[src/rtl/piso_tx_scheduler.sv]
// Round-robin scheduler sharing one MSB-first parallel-in/serial-out path among NUM_REQ producers.
// Optional build macro PISO_PARITY_EN appends one even-parity bit to every frame.
module piso_tx_scheduler #(
  parameter int NUM_REQ    = 4,
  parameter int DATA_W     = 8,
  parameter int GAP_CYCLES = 1,
  localparam int ID_W      = (NUM_REQ > 1) ? $clog2(NUM_REQ) : 1
) (
  input  logic                      clk,
  input  logic                      reset_n,
  input  logic [NUM_REQ-1:0]        req_valid,
  input  logic [NUM_REQ*DATA_W-1:0] req_data,
  output logic [NUM_REQ-1:0]        req_ready,
  output logic                      ser_out,
  output logic                      ser_valid,
  output logic                      frame_start,
  output logic [ID_W-1:0]           grant_id,
  output logic                      busy
);

`ifdef PISO_PARITY_EN
  localparam int PAR_BITS = 1;
`else
  localparam int PAR_BITS = 0;
`endif
  localparam int LAST_BIT = DATA_W - 1 + PAR_BITS;
  localparam int CNT_W    = $clog2(DATA_W + 1) + 1;
  localparam int GAP_W    = (GAP_CYCLES > 1) ? $clog2(GAP_CYCLES) : 1;
  localparam int GAP_LAST = (GAP_CYCLES > 0) ? GAP_CYCLES - 1 : 0;
  localparam logic [NUM_REQ-1:0] ONE_HOT0 = {{(NUM_REQ-1){1'b0}}, 1'b1};

  typedef enum logic [1:0] {
    ST_IDLE  = 2'd0,
    ST_SHIFT = 2'd1,
    ST_GAP   = 2'd2
  } state_t;

  state_t              state_r;
  state_t              state_nxt_s;
  logic [DATA_W-1:0]   shift_r;
  logic [CNT_W-1:0]    bit_cnt_r;
  logic [GAP_W-1:0]    gap_cnt_r;
  logic [ID_W-1:0]     ptr_r;
  logic [ID_W-1:0]     grant_r;
  logic [ID_W-1:0]     win_idx_s;
  logic [ID_W-1:0]     cand_s;
  logic                any_valid_s;
  logic [NUM_REQ-1:0]  grant_onehot_s;
  logic [DATA_W-1:0]   words_s [NUM_REQ];

`ifdef PISO_PARITY_EN
  logic                parity_r;

  function automatic logic even_parity(input logic [DATA_W-1:0] word);
    return ^word;
  endfunction
`endif

  for (genvar i = 0; i < NUM_REQ; i++) begin : g_unpack
    assign words_s[i] = req_data[i*DATA_W +: DATA_W];
  end

  assign any_valid_s    = |req_valid;
  assign grant_onehot_s = ONE_HOT0 << win_idx_s;
  assign grant_id       = grant_r;
  assign busy           = (state_r != ST_IDLE);

  // Round-robin winner: descending sweep so the nearest valid index after ptr_r is written last.
  always_comb begin
    win_idx_s = ptr_r;
    cand_s    = ptr_r;
    for (int off = NUM_REQ; off >= 1; off--) begin
      cand_s    = ID_W'((int'(ptr_r) + off) % NUM_REQ);
      win_idx_s = req_valid[cand_s] ? cand_s : win_idx_s;
    end
  end

  // Next-state decode and the combinational accept pulse, only ever raised in IDLE.
  always_comb begin
    state_nxt_s = state_r;
    req_ready   = {NUM_REQ{1'b0}};
    case (state_r)
      ST_IDLE: begin
        if (any_valid_s) begin
          req_ready   = grant_onehot_s;
          state_nxt_s = ST_SHIFT;
        end else begin
          state_nxt_s = ST_IDLE;
        end
      end
      ST_SHIFT: begin
        if (bit_cnt_r == CNT_W'(LAST_BIT)) begin
          state_nxt_s = (GAP_CYCLES > 0) ? ST_GAP : ST_IDLE;
        end else begin
          state_nxt_s = ST_SHIFT;
        end
      end
      ST_GAP: begin
        if (gap_cnt_r == GAP_W'(GAP_LAST)) begin
          state_nxt_s = ST_IDLE;
        end else begin
          state_nxt_s = ST_GAP;
        end
      end
      default: begin
        state_nxt_s = ST_IDLE;
      end
    endcase
  end

  // Serial outputs decode purely from registered state, so reset clears them asynchronously.
  always_comb begin
    ser_out     = 1'b0;
    ser_valid   = 1'b0;
    frame_start = 1'b0;
    if (state_r == ST_SHIFT) begin
      ser_valid   = 1'b1;
      frame_start = (bit_cnt_r == {CNT_W{1'b0}});
`ifdef PISO_PARITY_EN
      ser_out     = (bit_cnt_r == CNT_W'(DATA_W)) ? parity_r : shift_r[DATA_W-1];
`else
      ser_out     = shift_r[DATA_W-1];
`endif
    end else begin
      ser_out     = 1'b0;
      ser_valid   = 1'b0;
      frame_start = 1'b0;
    end
  end

  // State register.
  always_ff @(posedge clk or negedge reset_n) begin
    if (!reset_n) begin
      state_r <= ST_IDLE;
    end else begin
      state_r <= state_nxt_s;
    end
  end

  // Datapath: load on grant, shift during the frame, count the idle gap.
  always_ff @(posedge clk or negedge reset_n) begin
    if (!reset_n) begin
      shift_r   <= {DATA_W{1'b0}};
      bit_cnt_r <= {CNT_W{1'b0}};
      gap_cnt_r <= {GAP_W{1'b0}};
      ptr_r     <= ID_W'(NUM_REQ - 1);
      grant_r   <= {ID_W{1'b0}};
    end else begin
      case (state_r)
        ST_IDLE: begin
          if (any_valid_s) begin
            shift_r   <= words_s[win_idx_s];
            ptr_r     <= win_idx_s;
            grant_r   <= win_idx_s;
            bit_cnt_r <= {CNT_W{1'b0}};
          end
        end
        ST_SHIFT: begin
          shift_r   <= {shift_r[DATA_W-2:0], 1'b0};
          bit_cnt_r <= bit_cnt_r + CNT_W'(1);
          gap_cnt_r <= {GAP_W{1'b0}};
        end
        ST_GAP: begin
          gap_cnt_r <= gap_cnt_r + GAP_W'(1);
        end
        default: begin
          gap_cnt_r <= {GAP_W{1'b0}};
        end
      endcase
    end
  end

`ifdef PISO_PARITY_EN
  // Parity is captured with the word because the shift register has drained by the final bit.
  always_ff @(posedge clk or negedge reset_n) begin
    if (!reset_n) begin
      parity_r <= 1'b0;
    end else if (state_r == ST_IDLE && any_valid_s) begin
      parity_r <= even_parity(words_s[win_idx_s]);
    end
  end
`endif

endmodule

[config.mk]
export PLATFORM = sky130hd
export DESIGN_NAME = piso_tx_scheduler
export DESIGN_NICKNAME = d
export VERILOG_FILES = /design/src/rtl/piso_tx_scheduler.sv
export SDC_FILE = /design/constraint.sdc
export NUM_CORES = 1
export LEC_CHECK = 0
export BUFFER_PORTS_ARGS = -buffer_cell sky130_fd_sc_hd__buf_2
export CORE_MARGIN = 5
export CORE_UTILIZATION = 51
export DETAILED_ROUTE_END_ITERATION = 12
export PLACE_DENSITY = 0.83
export SYNTH_ARGS = -nofsm -noshare
export SYNTH_HDL_FRONTEND = slang
export SYNTH_SLANG_ARGS = --single-unit
[constraint.sdc]
create_clock -name clk -period 5.1 [get_ports clk]
set_input_delay 0.255 -clock clk [delete_from_list [all_inputs] [get_ports clk]]
set_output_delay 0.255 -clock clk [all_outputs]
set_load 0.005 [all_outputs]
# ---- Yosys cells after proc, flatten, opt, wreduce, memory -nomap -nowiden
# Cells that the tools add are included.
dict set report totals {
  regBits 20
  in_bits 38
  output_inout_bits 10
  elab_cells 59
}
dict set report op_classes {
  n_addsub 6
  magnitude_cmp 5
  n_eq_ne 4
  shift 1
  muxes 29
  bitwise_logic 1
  n_reduce_logical 7
}
# operator count
set ops {}
lappend ops {{$mux 8} 3}
lappend ops {{$bmux 8 s2} 1}
lappend ops {{$pmux 8 s2} 1}
lappend ops {{$lt 2x3->1 const B} 4}
lappend ops {{$mux 2} 6}
lappend ops {{$pmux 5 s2} 1}
lappend ops {{$bmux 1 s2} 4}
lappend ops {{$mux 1} 8}
lappend ops {{$mux 4} 2}
lappend ops {{$pmux 2 s3} 1}
lappend ops {{$add 5x1->5 const B} 1}
lappend ops {{$eq 5x3->1 const B} 1}
lappend ops {{$logic_not 5->1} 1}
lappend ops {{$mux 5} 1}
lappend ops {{$add 2x1->2 const B} 2}
lappend ops {{$add 2x2->2 const B} 2}
lappend ops {{$reduce_and 2->1} 2}
lappend ops {{$reduce_bool 2->1} 2}
lappend ops {{$reduce_or 4->1} 1}
lappend ops {{$shl 1x2->4 const A} 1}
lappend ops {{$ge 3x3->1 const B} 1}
lappend ops {{$not 2->3} 1}
lappend ops {{$eq 2x1->1 const B} 1}
lappend ops {{$eq 2x2->1 const B} 1}
lappend ops {{4 further kinds} 4}

# ---- Depth between registers and ports, before layout
# Gate-level depths: netlist of run 1.
dict set report depth {
  depth_word 13
  ltp_mapped 6
  mapped_depth_nobuf 5
}

# ---- Worst setup path before layout of run 1
# No wires, ideal clock.
dict set report synth_timing {
  kind {reg2out}
  from {register ptr_r[1]}
  to {output port req_ready[0]}
  t_arrival_ns 1.388
  required_time_ns 4.845
  setup_slack_ns 3.457
  path_stages_with_launch 6
  path_buffers 1
  cell_sequence {dfstp_2 -> mux2i_1 -> a221oi_2 -> buf_4 -> nand2_1 -> nor2_1}
}
dict set report synth_between {
  elab_chain_len 10
  word_cells_on_any_way 19
  cone_classes {add/sub: 4; shift: 1; mux: 14}
}
# element line
set synth_lines {}
lappend synth_lines {{start, declared} 43} ;# logic [ID_W-1:0] ptr_r;
lappend synth_lines {{start signal, assigned} 146} ;# ptr_r <= ID_W'(NUM_REQ - 1);
lappend synth_lines {{start signal, assigned} 153} ;# ptr_r <= win_idx_s;
lappend synth_lines {{$add 2x1->2} 73} ;# cand_s = ID_W'((int'(ptr_r) + off) % NUM_REQ);
lappend synth_lines {{$bmux 1 s2} 74} ;# win_idx_s = req_valid[cand_s] ? cand_s : win_idx_s;
lappend synth_lines {{$mux 1 (not written as such)} 74}
lappend synth_lines {{$mux 2 (3 in a row)} 74}
lappend synth_lines {{$mux 2 *} 74}
lappend synth_lines {{$shl 1x2->4 *} 64} ;# assign grant_onehot_s = ONE_HOT0 << win_idx_s;
lappend synth_lines {{$mux 4 *} 84} ;# if (any_valid_s) begin
lappend synth_lines {{$mux 4 *} 82} ;# case (state_r)
lappend synth_lines {{end, declared} 13} ;# output logic [NUM_REQ-1:0] req_ready,
# Mark *: on every way between the ends. The rest lies on a longest branch, timed or not. The select of a mux whose other input is x is not followed.

# ---- Worst setup path in the final report of run 1
dict set report layout_timing {
  from {register state_r[0]}
  to {output port req_ready[3]}
}
dict set report layout_between {
  elab_chain_len 2
}
# element line
set layout_lines {}
lappend layout_lines {{start, declared} 38} ;# state_t state_r;
lappend layout_lines {{start signal, assigned} 136} ;# state_r <= state_nxt_s;
lappend layout_lines {{$logic_not 2->1} 82}
lappend layout_lines {{$mux 4} 82}
# Every way passes these cells.

==> results of run 1 <==
## per-stage QoR
step / power, W / instances / hold slack, ns / util, %
finish: 0.000779 / 203 / 0.270 / 67.0
global route: 0.000853 / 203 / 0.266 / 67.0
CTS: 0.000784 / 203 / 0.273 / 67.0
detailed placement: 0.000690 / 198 / 0.233 / 65.0
global placement: 0.000670 / 198 / 0.225 / 65.0
floorplan: 0.000584 / 129 / -0.0406 / -
## cell usage in the layout (no fill, tap or decap), types with 4 or more instances in the layout
master,netlist,routed
nor2_1,8,8
a21oi_1,8,8
nand3_1,7,7
and3_1,8,8
nand2_1,8,8
mux2i_1,17,17
buf_2,2,47
o21ai_0,4,4
dfrtp_1,18,18
o221ai_1,7,7
inv_1,4,4
## cell type report
cell class / instances / area, um^2 / share of cell area (%)
inverter: 5 / 18.8 / 1.24
tap: 28 / 35.0 / 2.32
multi-input combinational: 97 / 666 / 44.0
clock buffer: 4 / 36.3 / 2.40
sequential: 20 / 503 / 33.3
timing repair buffer: 49 / 253 / 16.7
## power by group through the flow
stage	Sequential (W)	Clock, W	Combinational, W
after detailed placement	0.000288	0	0.000402
after global placement	0.000282	0	0.000388
final	0.000285	0.0000940	0.000400
after global routing	0.000294	0.000105	0.000453
after CTS	0.000285	0.0000953	0.000404
after floorplan	0.000274	0	0.000309
## critical path, cell delays in order, from the launching register on
cell	delay (ns)
dfrtp_1	0.42
or2_1	0.27
nor2_2	0.32
o211ai_1	0.42
nor2_1	0.18
buf_2	0.14
## kinds of logic after synthesis
| kind of cell | synth area share (%) |
|---|---|
| xor gates and xnor gates | 0.714 |
| buffers and inverters | 4.79 |
| muxes | 13.9 |
| adders and majority gates | 2.04 |
| AOI/OAI and AO/OA | 18.9 |
| and+or+nand+nor | 18.8 |
| DFF | 41.0 |
## worst paths after layout
check                        startpoint            to
setup reg to reg             state_r[0]    shift_r[0]
min in group asynchronous       reset_n    shift_r[4]
hold / removal             req_data[14]    shift_r[6]
hold reg to reg              state_r[0]     gap_cnt_r
max in group asynchronous       reset_n      ptr_r[1]
setup / recovery             state_r[0]  req_ready[3]
## per-layer routing
layer  vias to the layer above  share of wire, %  global-route usage, %
met5                         -                 0                      0
met4                         0               1.5                   8.09
met3                         6               7.8                   3.92
met2                        53                51                   32.6
met1                       540                40                   23.8
li1                        572                 -                      -
## state kept, by name (all words and copies together) (netlist names)
signal,count
bit_cnt_r,5
gap_cnt_r,1
grant_id,2
ptr_r,2
shift_r,8
state_r,2
==> results.py, run 1 <==
metrics = {
    "routing": {
        "vias_per_cell": 5.77,
        "ant_nets": 0,
        "wl_per_cell_um": 14.8,
        "num_vias": 1171,
        "dr.pass1.iters": 5,
        "drc": 0,
        "drt_iter0_drc": 32,
        "routed_wl_um": 3010,
    },
    "floorplanning": {
        "die_x_um": 59.1,
        "die_h_um": 59.1,
        "num_rows": 17,
        "fp.dieArea_mm2": 0.00349,
        "initial_utilization_pct": 54.4,
        "core-area_mm2": 0.00225,
        "io_pins": 48,
    },
    "hold_path": {
        "hp-class": "input port to register",
        "holdPathStages": 3,
    },
    "cells_and_area": {
        "drive_gt1_share_pct": 33.1,
        "fin_area_mm2": 0.00151,
        "area_delta_synth_final_pct": 23.1,
        "finalNetCount": 216,
        "fillers": 205,
        "antenna_cells": 0,
    },
    "synthesis": {
        "syn_area_per_cell_um2": 9.51,
        "yosysMostFrequentCell": "dfrtp_1",
        "synth-seq-cells": 20,
        "ys.flop_type": "dfrtp_1",
        "synth_async_sr_flop_share_pct": 100,
        "syn_nets": 169,
        "yosys-top-cells-count": "dfrtp_1 (18), mux2i_1 (17)",
        "synth_top_area_cell": "dfrtp_1",
        "yosys-top-cells-area": "dfrtp_1 (37%), mux2i_1 (14%), o221ai_1 (5.0%)",
        "synth_cells": 129,
        "yosysSeqAreaShare_pct": 41.0,
        "mappedNetlistArea_mm2": 0.00123,
        "synth_edf_count": 0,
        "yosysUniqueCellTypes": 39,
        "yosysWarnings": 0,
        "synth_top_area_share_pct": 36.7,
    },
    "grt": {
        "grt_pass1_wl_um": 5240,
        "grtUsageTotal_pct": 19.3,
        "grt_max_degree": 21,
        "antenna_found_initial": 0,
        "overflow": 0,
        "grt_pass1_vias": 1196,
    },
    "sta": {
        "tns_ns": 0,
        "hold_viol": 0,
        "setup_viol_count_final": 0,
        "fin_crit_sh_pct": 45.1,
        "relSlewSlack_pct": 43.6,
        "drv_slew": 0,
        "worstMarginPinSlew_ns": 0.842,
        "setup_ws_ns": 2.80,
        "rsz0062_at_grt": "no",
        "fin_crit_ns": 2.30,
        "finalClockSkew_ns": 0.00185,
        "fmax_mhz": 435,
    },
    "critical_path": {
        "critical_path_class": "register to output port",
        "cp_data_arrival_time_ns": 2.05,
        "worstPathMaxFanout": 11,
        "setup.worst_path.end_class": "output port",
        "reg2regPathDepth": 5,
        "worstPathRequired_ns": 4.85,
        "worstSetupStartpointType": "register",
        "regToRegSetupSlack_ns": 3.04,
    },
    "pwr": {
        "p_sw_w": 0.000322,
        "p_leak_nw": 0.777,
        "combPwrFrac_pct": 51.3,
        "swShare_pct": 41.3,
        "powerDensity_mw_per_mm2": 516,
        "p_int_w": 0.000457,
        "pwr-share-clk_pct": 12.1,
        "vdd_ir_drop_max_mv": 0.272,
        "seqPwrFrac_pct": 36.6,
    },
    "placed_design": {
        "dpl.hpwl_um": 2330,
        "gp_congestion": 0.786,
        "portBuffers": 47,
        "placed_cell_area_mm2": 0.00147,
        "place_ws_ns": 3.06,
    },
    "clocking": {
        "cts_tree": "built",
        "cts_root_buf": "clkbuf_4",
        "clk_path_buf_depth": 2,
        "clock_sinks": 20,
        "cts_htree_levels": 1,
        "cts_resized": 0,
        "clk_latency_ns": 0.29,
        "holdBufCountCts": 1,
        "post_cts_buffers": 0,
        "cts_buffers": 3,
        "clkTransAtPathRegs_ns": 0.12,
    },
    "run": {
        "drv_cap": 0,
    },
    "run_status": {
        "outcome": "completed",
    },
}
No activity file was read; power rests on OpenSTA's default activity.
==> run 2, diff against run 1 <==
ABC_AREA = 1   (was not set)
CORE_UTILIZATION = 46   (was 51)
PLACE_DENSITY = 0.76   (was 0.83)
clock period = 1.91 ns   (was 5.1 ns; I/O delays follow)
==> run 2 against run 1 <==
The flow now finishes with violations (setup timing). Sequential cell count did not move. Global-route usage down 1.1 points. Via count grew 50%. First-iteration DRC count is the same. Cell count up 74%. Utilization rose by 1.2 points. Clock power rose by 120%. Combinational power rose to 9.2 times the previous value. Die area rose by 32%. Critical path depth grew 7. Critical path type unchanged.
==> results.py, run 2 <==
metrics = {
    "sta": {
        "setup_viol_count_final": 12,
        "finalClockSkew_ns": 0.00495,
        "tns_ns": -0.937,
        "worstMarginPinSlew_ns": 0.447,
        "rsz0062_at_grt": "yes",
        "hold_viol": 0,
        "hold_slack_ns": 0.141,
        "fin_crit_ns": 2.04,
        "fin_crit_sh_pct": 107,
        "relSlewSlack_pct": 70.2,
        "setup_ws_ns": -0.126,
        "drv_slew": 0,
        "fmax_mhz": 491,
    },
    "synthesis": {
        "syn_area_per_cell_um2": 6.24,
        "yosysUniqueCellTypes": 24,
        "synth_top_area_cell": "dfrtp_1",
        "synth_top_area_share_pct": 29.3,
        "yosysMostFrequentCell": "nand2_1",
        "syn_nets": 286,
        "yosysWarnings": 0,
        "yosys-top-cells-area": "dfrtp_1 (29%), nand2_1 (19%), nand3_1 (13%)",
        "synth_edf_count": 0,
        "ys.flop_type": "dfrtp_1",
        "synth_async_sr_flop_share_pct": 100,
        "synth_cells": 246,
        "yosys-top-cells-count": "nand2_1 (78), inv_1 (52), nand3_1 (39)",
        "yosysSeqAreaShare_pct": 32.8,
        "mappedNetlistArea_mm2": 0.00154,
        "synth-seq-cells": 20,
    },
    "placed_design": {
        "gp_congestion": 0.820,
        "dpl.hpwl_um": 2760,
        "portBuffers": 47,
        "place_ws_ns": 0.0423,
    },
    "routing": {
        "drt_iter0_drc": 32,
        "dr.pass1.iters": 4,
        "routed_wl_um": 4330,
        "vias_per_cell": 4.98,
        "drc": 0,
        "wl_per_cell_um": 12.3,
        "num_vias": 1757,
        "ant_nets": 0,
    },
    "floorplanning": {
        "core-area_mm2": 0.00328,
        "die_x_um": 67.8,
        "initial_utilization_pct": 46.7,
        "io_pins": 48,
        "num_rows": 21,
        "die_h_um": 67.8,
        "fp.dieArea_mm2": 0.00459,
    },
    "critical_path": {
        "worstPathRequired_ns": 1.81,
        "worstPathMaxFanout": 4,
        "reg2regPathDepth": 15,
        "r2r-start": "ptr_r[0]",
        "regToRegSetupSlack_ns": -0.07,
        "cp_data_arrival_time_ns": 1.94,
        "critical_path_class": "register to output port",
        "reg2reg_to": "shift_r[3]",
        "worstSetupStartpointType": "register",
        "setup.worst_path.end_class": "output port",
    },
    "pwr": {
        "pwr-share-clk_pct": 4.5,
        "powerDensity_mw_per_mm2": 2060,
        "swShare_pct": 51.4,
        "seqPwrFrac_pct": 16.3,
        "power.total_w": 0.00461,
        "p_sw_w": 0.00237,
        "p_int_w": 0.00224,
        "combPwrFrac_pct": 79.2,
        "p_leak_nw": 1.33,
        "vdd_ir_drop_max_mv": 1.70,
    },
    "cells_and_area": {
        "utilization_pct": 68.3,
        "antenna_cells": 0,
        "multi_input_area_mm2": 0.00100,
        "regMostFlops": "shift_r",
        "drive_gt1_share_pct": 41.7,
        "layout_common_cells": "nand2_1 (60), inv_1 (52), buf_2 (47), nand3_2 (20), dfrtp_1 (18)",
        "area.sequential_um2": 503,
        "top_regs": "shift_r: 8 flops, bit_cnt_r: 5 flops",
        "largest_register_ffs": 8,
        "layout_commonest_cell": "nand2_1",
        "finalNetCount": 348,
        "fillers": 273,
        "area_delta_synth_final_pct": 46.0,
    },
    "clocking": {
        "clkTransAtPathRegs_ns": 0.11,
        "cts_htree_levels": 1,
        "clk_path_buf_depth": 2,
        "clk_latency_ns": 0.30,
        "cts_root_buf": "clkbuf_4",
        "clock_sinks": 20,
        "cts_tree": "built",
        "cts_buffers": 3,
    },
    "grt": {
        "antenna_found_initial": 0,
        "grtUsageTotal_pct": 18.3,
        "grt_max_degree": 21,
        "overflow": 0,
        "grt_pass1_wl_um": 6650,
        "grt_pass1_vias": 1575,
    },
    "hold_path": {
        "holdPathStages": 5,
        "hp-class": "input port to register",
        "whs_endpoint": "shift_r[0]",
        "hp-start": "req_data[16]",
    },
    "run_status": {
        "failed_checks": "setup timing",
        "outcome": "complete, but fails checks",
    },
    "run": {
        "drv_cap": 0,
    },
}
-- run 2: cell count changes in the layout (fill, tap and decap cells not counted), sizes merged, moves of 3 or more --
cell / previous run / this run
nand2: 8 / 83
inv: 5 / 56
nand3: 7 / 40
mux2i: 17 / 0
buf: 48 / 64
and3: 8 / 0
o221ai: 7 / 0
o22ai: 1 / 7
a21oi: 8 / 4
nand2b: 3 / 0
o21ai: 6 / 9
-- run 2: repair_timing --
action                                  CTS  global route
setup buffers                            12             2
hold buffers                              1             0
endpoints found under the setup margin    4            14
pin swaps                                13            36
hold endpoints to repair                 18             0
gates cloned                              0             1
gates resized for setup                  24            43
-- run 2: worst max-delay path by stage --
stage / from / cells after the start / slack, ns / to
after floorplan: ptr_r[0] / 15 / 0.19 / shift_r[0]
after global placement: ptr_r[0] / 13 / 0.07 / shift_r[1]
after detailed placement: ptr_r[0] / 13 / 0.04 / shift_r[1]
after CTS: ptr_r[0] / 12 / -0.07 / req_ready[3]
after global routing: ptr_r[0] / 10 / -0.24 / req_ready[1]
final: ptr_r[0] / 12 / -0.13 / req_ready[2]
-- run 2: layout make-up --
class / count / share of cell area, %
Timing Repair Buffer: 66 / 19.5
Tap cell: 46 / 2.57
Clock buffer: 4 / 1.17
Sequential cell: 20 / 22.4
Inverter: 56 / 9.60
Multi-Input combinational cell: 161 / 44.7
-- run 2: worst max-delay path, cell delays in order, from the launching register on --
cell,delay [ns]
dfstp_2,0.61
buf_6,0.14
nand2_4,0.04
o21ai_2,0.08
nand2_1,0.12
nand2_2,0.10
nand2_4,0.07
nand2_4,0.08
nand2_8,0.08
nand2_8,0.07
nand2_4,0.05
nor2_2,0.07
buf_2,0.11
-- run 2: power by group through the flow --
stage	Clock [W]	Sequential, W	Combinational [W]
floorplan	0	0.000734	0.00197
CTS	0.000215	0.000753	0.00296
finish	0.000206	0.000753	0.00366
global route	0.000230	0.000779	0.00403
detailed placement	0	0.000788	0.00242
global placement	0	0.000781	0.00239
-- run 2: cell families (layout without fill, tap and decap cells) --
family / Yosys count / in the layout / synth area share [%]
flops: 20 / 20 / 32.8
buf+inv: 65 / 126 / 17.7
fa+ha+maj: 2 / 2 / 1.63
simple gates: 139 / 139 / 40.8
compound gates: 20 / 20 / 7.09
-- run 2: through the flow --
step	std cells	cell area, um^2
finish	353	2240
global route	353	2240
CTS	352	2030
detailed placement	335	1820
global placement	335	1820
floorplan	246	1540
-- run 2: layer usage --
| layer | global-route usage (%) | vias up | share of wire, % |
|---|---|---|---|
| met3 | 2.00 | 6 | 5.1 |
| met5 | 0 | - | 0 |
| met2 | 30.0 | 60 | 49 |
| met4 | 6.70 | 0 | 1.8 |
| met1 | 24.6 | 810 | 44 |
| li1 | - | 881 | - |
